File: config.mk
export PLATFORM = sky130hd
export DESIGN_NAME = sim_uart_monitor
export DESIGN_NICKNAME = d
export VERILOG_FILES = /design/src/rtl/sim_uart_monitor.sv
export SDC_FILE = /design/constraint.sdc
export NUM_CORES = 1
export LEC_CHECK = 0
export BUFFER_PORTS_ARGS = -buffer_cell sky130_fd_sc_hd__clkbuf_2
export CORE_MARGIN = 4
export CORE_UTILIZATION = 65
export CTS_BUF_LIST = sky130_fd_sc_hd__clkbuf_4 sky130_fd_sc_hd__clkbuf_8
export DETAILED_ROUTE_END_ITERATION = 7
export PLACE_DENSITY = 0.83
export SYNTH_ARGS = -nofsm -noshare
export SYNTH_HDL_FRONTEND = slang
export SYNTH_SLANG_ARGS = --single-unit
export TNS_END_PERCENT = 20
File: constraint.sdc
create_clock -name clk -period 7.37 [get_ports clk]
set_input_delay 1.8425 -clock clk [delete_from_list [all_inputs] [get_ports clk]]
set_output_delay 1.8425 -clock clk [all_outputs]
set_load 0.02 [all_outputs]
File: src/rtl/sim_uart_monitor.sv
// sim_uart_monitor: oversampling UART receive monitor with FWFT FIFO and sticky error/EOT flags.
// Define SIM_UART_MONITOR_PRINT_EN to echo received characters to the simulator console.
module sim_uart_monitor #(
  parameter int          CLK_HZ     = 50000000,
  parameter int          BAUD       = 115200,
  parameter int          DATA_BITS  = 8,
  parameter int          PARITY     = 0,
  parameter int          STOP_BITS  = 1,
  parameter int          FIFO_DEPTH = 16,
  parameter logic [7:0]  EOT_CHAR   = 8'h04
) (
  input  logic                            clk,
  input  logic                            rst_n,
  input  logic                            i_rx,
  input  logic                            i_clr,
  output logic [DATA_BITS-1:0]            o_data,
  output logic                            o_valid,
  input  logic                            i_ready,
  output logic [$clog2(FIFO_DEPTH):0]     o_level,
  output logic                            o_frame_err,
  output logic                            o_parity_err,
  output logic                            o_overflow,
  output logic                            o_eot
);
  localparam int DIV = (CLK_HZ + BAUD / 2) / BAUD;
  localparam int CW  = $clog2(DIV);
  localparam int AW  = $clog2(FIFO_DEPTH);
  localparam logic [CW-1:0]        HALF  = CW'(DIV / 2 - 1);
  localparam logic [CW-1:0]        FULL  = CW'(DIV - 1);
  localparam logic [2:0]           BLAST = 3'(DATA_BITS - 1);
  localparam logic                 SLAST = 1'(STOP_BITS - 1);
  localparam logic [DATA_BITS-1:0] EOT   = EOT_CHAR[DATA_BITS-1:0];

  typedef enum logic [2:0] {IDLE, START, DATA, PAR, STOP} state_t;

  state_t                 state_q, state_d;
  logic [1:0]             sync_q, sync_d;
  logic [CW-1:0]          cnt_q, cnt_d;
  logic [2:0]             bit_q, bit_d;
  logic                   stop_q, stop_d;
  logic [DATA_BITS-1:0]   sh_q, sh_d;
  logic                   ferr_q, ferr_d, perr_q, perr_d, cm_q, cm_d;
  logic [AW:0]            wr_q, wr_d, rd_q, rd_d;
  logic                   frame_err_q, frame_err_d, parity_err_q, parity_err_d;
  logic                   overflow_q, overflow_d, eot_q, eot_d;
  logic [DATA_BITS-1:0]   mem_q [FIFO_DEPTH];
  logic                   rx_s, tick, par_exp, valid, full, pop, good, push;

  assign rx_s    = sync_q[1];
  assign tick    = cnt_q == '0;
  assign par_exp = ^sh_q ^ (PARITY == 1);

  always_comb begin
    sync_d  = {sync_q[0], i_rx};
    state_d = state_q;
    cnt_d   = tick ? FULL : cnt_q - 1'b1;
    bit_d   = bit_q;
    stop_d  = stop_q;
    sh_d    = sh_q;
    ferr_d  = ferr_q;
    perr_d  = perr_q;
    cm_d    = 1'b0;
    case (state_q)
      IDLE: if (!rx_s) begin
        state_d = START;
        cnt_d   = HALF;
      end
      START: if (tick) begin
        state_d = rx_s ? IDLE : DATA;
        bit_d   = '0;
        ferr_d  = 1'b0;
        perr_d  = 1'b0;
      end
      DATA: if (tick) begin
        sh_d  = {rx_s, sh_q[DATA_BITS-1:1]};
        bit_d = bit_q + 3'd1;
        if (bit_q == BLAST) begin
          state_d = (PARITY != 0) ? PAR : STOP;
          stop_d  = 1'b0;
        end
      end
      PAR: if (tick) begin
        perr_d  = rx_s != par_exp;
        state_d = STOP;
        stop_d  = 1'b0;
      end
      STOP: if (tick) begin
        ferr_d = ferr_q | !rx_s;
        stop_d = stop_q + 1'b1;
        if (stop_q == SLAST) begin
          state_d = IDLE;
          cm_d    = 1'b1;
        end
      end
      default: state_d = IDLE;
    endcase
  end

  // The frame registers stay intact during the commit cycle, so cm_q alone marks it.
  always_comb begin
    valid        = wr_q != rd_q;
    full         = (wr_q ^ rd_q) == {1'b1, {AW{1'b0}}};
    pop          = valid & i_ready;
    good         = cm_q & !ferr_q & !perr_q;
    push         = good & (!full | pop);
    wr_d         = wr_q + {{AW{1'b0}}, push};
    rd_d         = rd_q + {{AW{1'b0}}, pop};
    frame_err_d  = (cm_q & ferr_q) | (frame_err_q & !i_clr);
    parity_err_d = (cm_q & perr_q) | (parity_err_q & !i_clr);
    overflow_d   = (good & full & !pop) | (overflow_q & !i_clr);
    eot_d        = (push & (sh_q == EOT)) | (eot_q & !i_clr);
  end

  always_ff @(posedge clk) begin
    if (!rst_n) begin
      state_q      <= IDLE;
      sync_q       <= 2'b11;
      cnt_q        <= '0;
      bit_q        <= '0;
      stop_q       <= 1'b0;
      sh_q         <= '0;
      ferr_q       <= 1'b0;
      perr_q       <= 1'b0;
      cm_q         <= 1'b0;
      wr_q         <= '0;
      rd_q         <= '0;
      frame_err_q  <= 1'b0;
      parity_err_q <= 1'b0;
      overflow_q   <= 1'b0;
      eot_q        <= 1'b0;
    end else begin
      state_q      <= state_d;
      sync_q       <= sync_d;
      cnt_q        <= cnt_d;
      bit_q        <= bit_d;
      stop_q       <= stop_d;
      sh_q         <= sh_d;
      ferr_q       <= ferr_d;
      perr_q       <= perr_d;
      cm_q         <= cm_d;
      wr_q         <= wr_d;
      rd_q         <= rd_d;
      frame_err_q  <= frame_err_d;
      parity_err_q <= parity_err_d;
      overflow_q   <= overflow_d;
      eot_q        <= eot_d;
    end
  end

  always_ff @(posedge clk) begin
    if (push) mem_q[wr_q[AW-1:0]] <= sh_q;
  end

  assign o_valid      = valid;
  assign o_level      = wr_q - rd_q;
  assign o_data       = valid ? mem_q[rd_q[AW-1:0]] : '0;
  assign o_frame_err  = frame_err_q;
  assign o_parity_err = parity_err_q;
  assign o_overflow   = overflow_q;
  assign o_eot        = eot_q;

`ifdef SIM_UART_MONITOR_PRINT_EN
  always @(posedge clk) begin
    if (rst_n) begin
      if (push) $write("%c", sh_q);
      if (eot_d && !eot_q) begin
        $display("EOT received");
        $finish;
      end
    end
  end
`else
`endif
endmodule

==> out/results.tsv <==
metric	value	unit
outcome	complete, no violations	
cts_tree	built	
maxCapViolCount	0	
maxSlewViolCount	0	
ys_types	49	
synth_top_area_cell	edfxtp_1	
whs	0.433	ns
synth-edff-count	128	
syn_area	0.00712	mm²
ant_nets	0	
fp-row-count	37	
synth.top_cells.by_area	edfxtp_1 54%, dfxtp_1 12%, mux4_1 8.1%, mux2i_1 3.4%, mux4_2 3.2%	
swShare	21.4	%
die_area	0.0127	mm²
core-area	0.0105	mm²
clk_pin_slew	0.08	ns
min_from	sync_q[0]	
synth_flop_cell	edfxtp_1	
pwr-share-clk	38.8	%
finalSetupViolations	0	
rsz0062_at_grt	false	
grt_pass1_wl	21300	µm
rrSetupSlack	4.15	ns
postSynthAreaPerCell	16.0	µm²
start_util	67.7	%
clock_path_buffers	2	
min_path_type	flip-flop to flip-flop	
htree_levels	4	
seqPwrFrac	55.2	%
crit_path_max_fanout	34	
critPathKind	flip-flop to primary output	
first_global_vias	3950	
finClkSkew	0.0134	ns
num_antenna_cells	0	
drt_iter0_markers	394	
fin_crit_sh	65.7	%
clock_sinks	171	
finalWirelength	13300	µm
tns	0	ns
timing.rr.end	mem_q[3][7]	
async_reset_ff_share	0	%
cts_root_buf	clkbuf_8	
worstPathArrival	3.00	ns
cellPowerDensity	248	mW/mm²
syn_nets	465	
hold_violations	0	
dp_hpwl	8510	µm
finalCriticalPeriod	4.84	ns
crit_required	5.53	ns
fp.dieW	113	µm
fin_nets	493	
hold_depth	1	
areaGrowthSynthToFinish	9.07	%
place.gp.congestion	0.867	
max_slew.worst_pin.slew	1.09	ns
post_cts_resized	0	
io_pins	23	
fin_ws	2.53	ns
p_leak	0.00284	µW
hold_end	sync_q[1]	
dpl_worst_slack	3.01	ns
antenna_found_initial	0	
yosysMostFrequentCell	edfxtp_1	
port_buffers	22	
p_switching	412	µW
detail_route.vias_per_cell	6.26	
clk-insertion-delay-late	0.45	ns
place_area	0.00729	mm²
synth_top_area_share	54.0	%
wl_per_cell	21.4	µm
ys_ff_latch	171	
first_pass_iters	7	
internal-power	1510	µW
seq_area_frac_synth	66.1	%
die_h	113	µm
cp-end-kind	primary output	
ys_warn_count	0	
final_area	0.00776	mm²
slew_headroom	27.2	%
comb_power_share	6.0	%
synth_common_cells	128 x edfxtp_1, 43 x dfxtp_1, 41 x nor2_1	
r2r_cells	5	
drc	0	
cp-start-kind	flip-flop	
drive_gt1_share	15.5	%
hold_buffers	0	
track_usage	22.4	%
rr_startpoint	rd_q[0]	
ir_drop	0.182	mV
num_vias	3886	
numCtsBuffers	17	
grt_max_degree	36	
syn_inst	444	
overflow	0	
fmax	207	MHz
cts_setup_buffers	0	
cells by family after synthesis:
| kind of cell | after synthesis | synth area share, % |
|---|---|---|
| compound gates | 42 | 3.74 |
| xor+xnor | 20 | 2.46 |
| fa+ha+maj | 16 | 2.92 |
| buf+inv | 38 | 3.08 |
| flops | 171 | 66.1 |
| mux | 56 | 14.7 |
| simple gates | 101 | 7.07 |
through the flow:
step / utilization (%) / power (µW) / instances
after floorplan: - / 1180 / 444
after global placement: 69.4 / 1190 / 589
after detailed placement: 69.4 / 1200 / 589
after CTS: 73.9 / 1930 / 621
after global routing: 73.9 / 2000 / 621
final: 73.9 / 1930 / 621
worst max-delay path, cell delays in order (launching register included):
cell      delay (ns)
dfxtp_2         1.04
ha_1            0.41
nand4_1         0.15
nand2b_1        0.22
nand2_1         0.23
o22ai_1         0.29
clkbuf_2        0.21
power groups by stage:
stage	combinational, µW	clock [µW]	sequential [µW]
after floorplan	99.6	0	1080
after global placement	110	0	1080
after detailed placement	115	0	1090
after CTS	116	754	1060
after global routing	131	803	1070
final	116	747	1060
flip-flops by register name, summed over array words and instances, names as in the netlist, 2 cells and up:
register and flops:
sh_q 8, rd_q 5, cnt_q 9, mem_q 128, state_q 3, wr_q 5, bit_q 3, sync_q 2
placed cells by master (no fill, tap or decap), types with 2 or more instances in the layout:
master / netlist / routed
edfxtp_1: 128 / 128
dfxtp_1: 43 / 42
nor2_1: 41 / 41
mux2i_1: 24 / 24
mux4_1: 22 / 22
clkbuf_2: 0 / 22
inv_1: 19 / 19
clkbuf_8: 0 / 19
ha_1: 15 / 15
nand2_1: 12 / 12
a21oi_1: 12 / 12
xnor2_1: 11 / 11
nor3_1: 11 / 11
mux4_2: 10 / 10
nand3_1: 10 / 10
xor2_1: 9 / 9
o22ai_1: 8 / 8
nand2b_1: 7 / 7
and2_1: 5 / 5
o21ai_0: 5 / 5
bufinv_16: 0 / 5
buf_4: 4 / 5
clkinv_4: 0 / 4
a31oi_1: 3 / 3
a22oi_1: 3 / 3
nand4_1: 2 / 2
a21o_1: 2 / 2
o21a_1: 2 / 2
or3_1: 2 / 2
clkbuf_4: 0 / 2
worst max-delay path by stage:
stage	to	start	cells past startpoint	slack, ns
global placement	o_data[0]	rd_q[0]	6	3.03
CTS	o_data[0]	rd_q[0]	6	2.52
finish	o_data[0]	rd_q[0]	6	2.53
detailed placement	o_data[0]	rd_q[0]	6	3.01
global route	o_data[6]	rd_q[0]	6	2.33
floorplan	o_data[0]	rd_q[1]	8	3.40
layer usage:
metal / part of all wire, % / global-route usage (%) / vias to the layer above
met3: 7.3 / 6.09 / 31
met4: 2.3 / 7.45 / 0
met1: 41 / 29.8 / 1912
li1: - / - / 1763
met2: 49 / 36.3 / 180
met5: 0 / 0 / -
area by class of cell:
cell class / instances / area [µm²]
Multi-Input combinational cell: 235 / 2200
Inverter: 20 / 75.1
Tap cell: 136 / 170
Clock buffer: 21 / 277
Sequential cell: 171 / 4710
Clock inverter: 11 / 194
Fill cell: 616 / 2740
Timing Repair Buffer: 27 / 148
No activity file was read; power rests on OpenSTA's default activity.
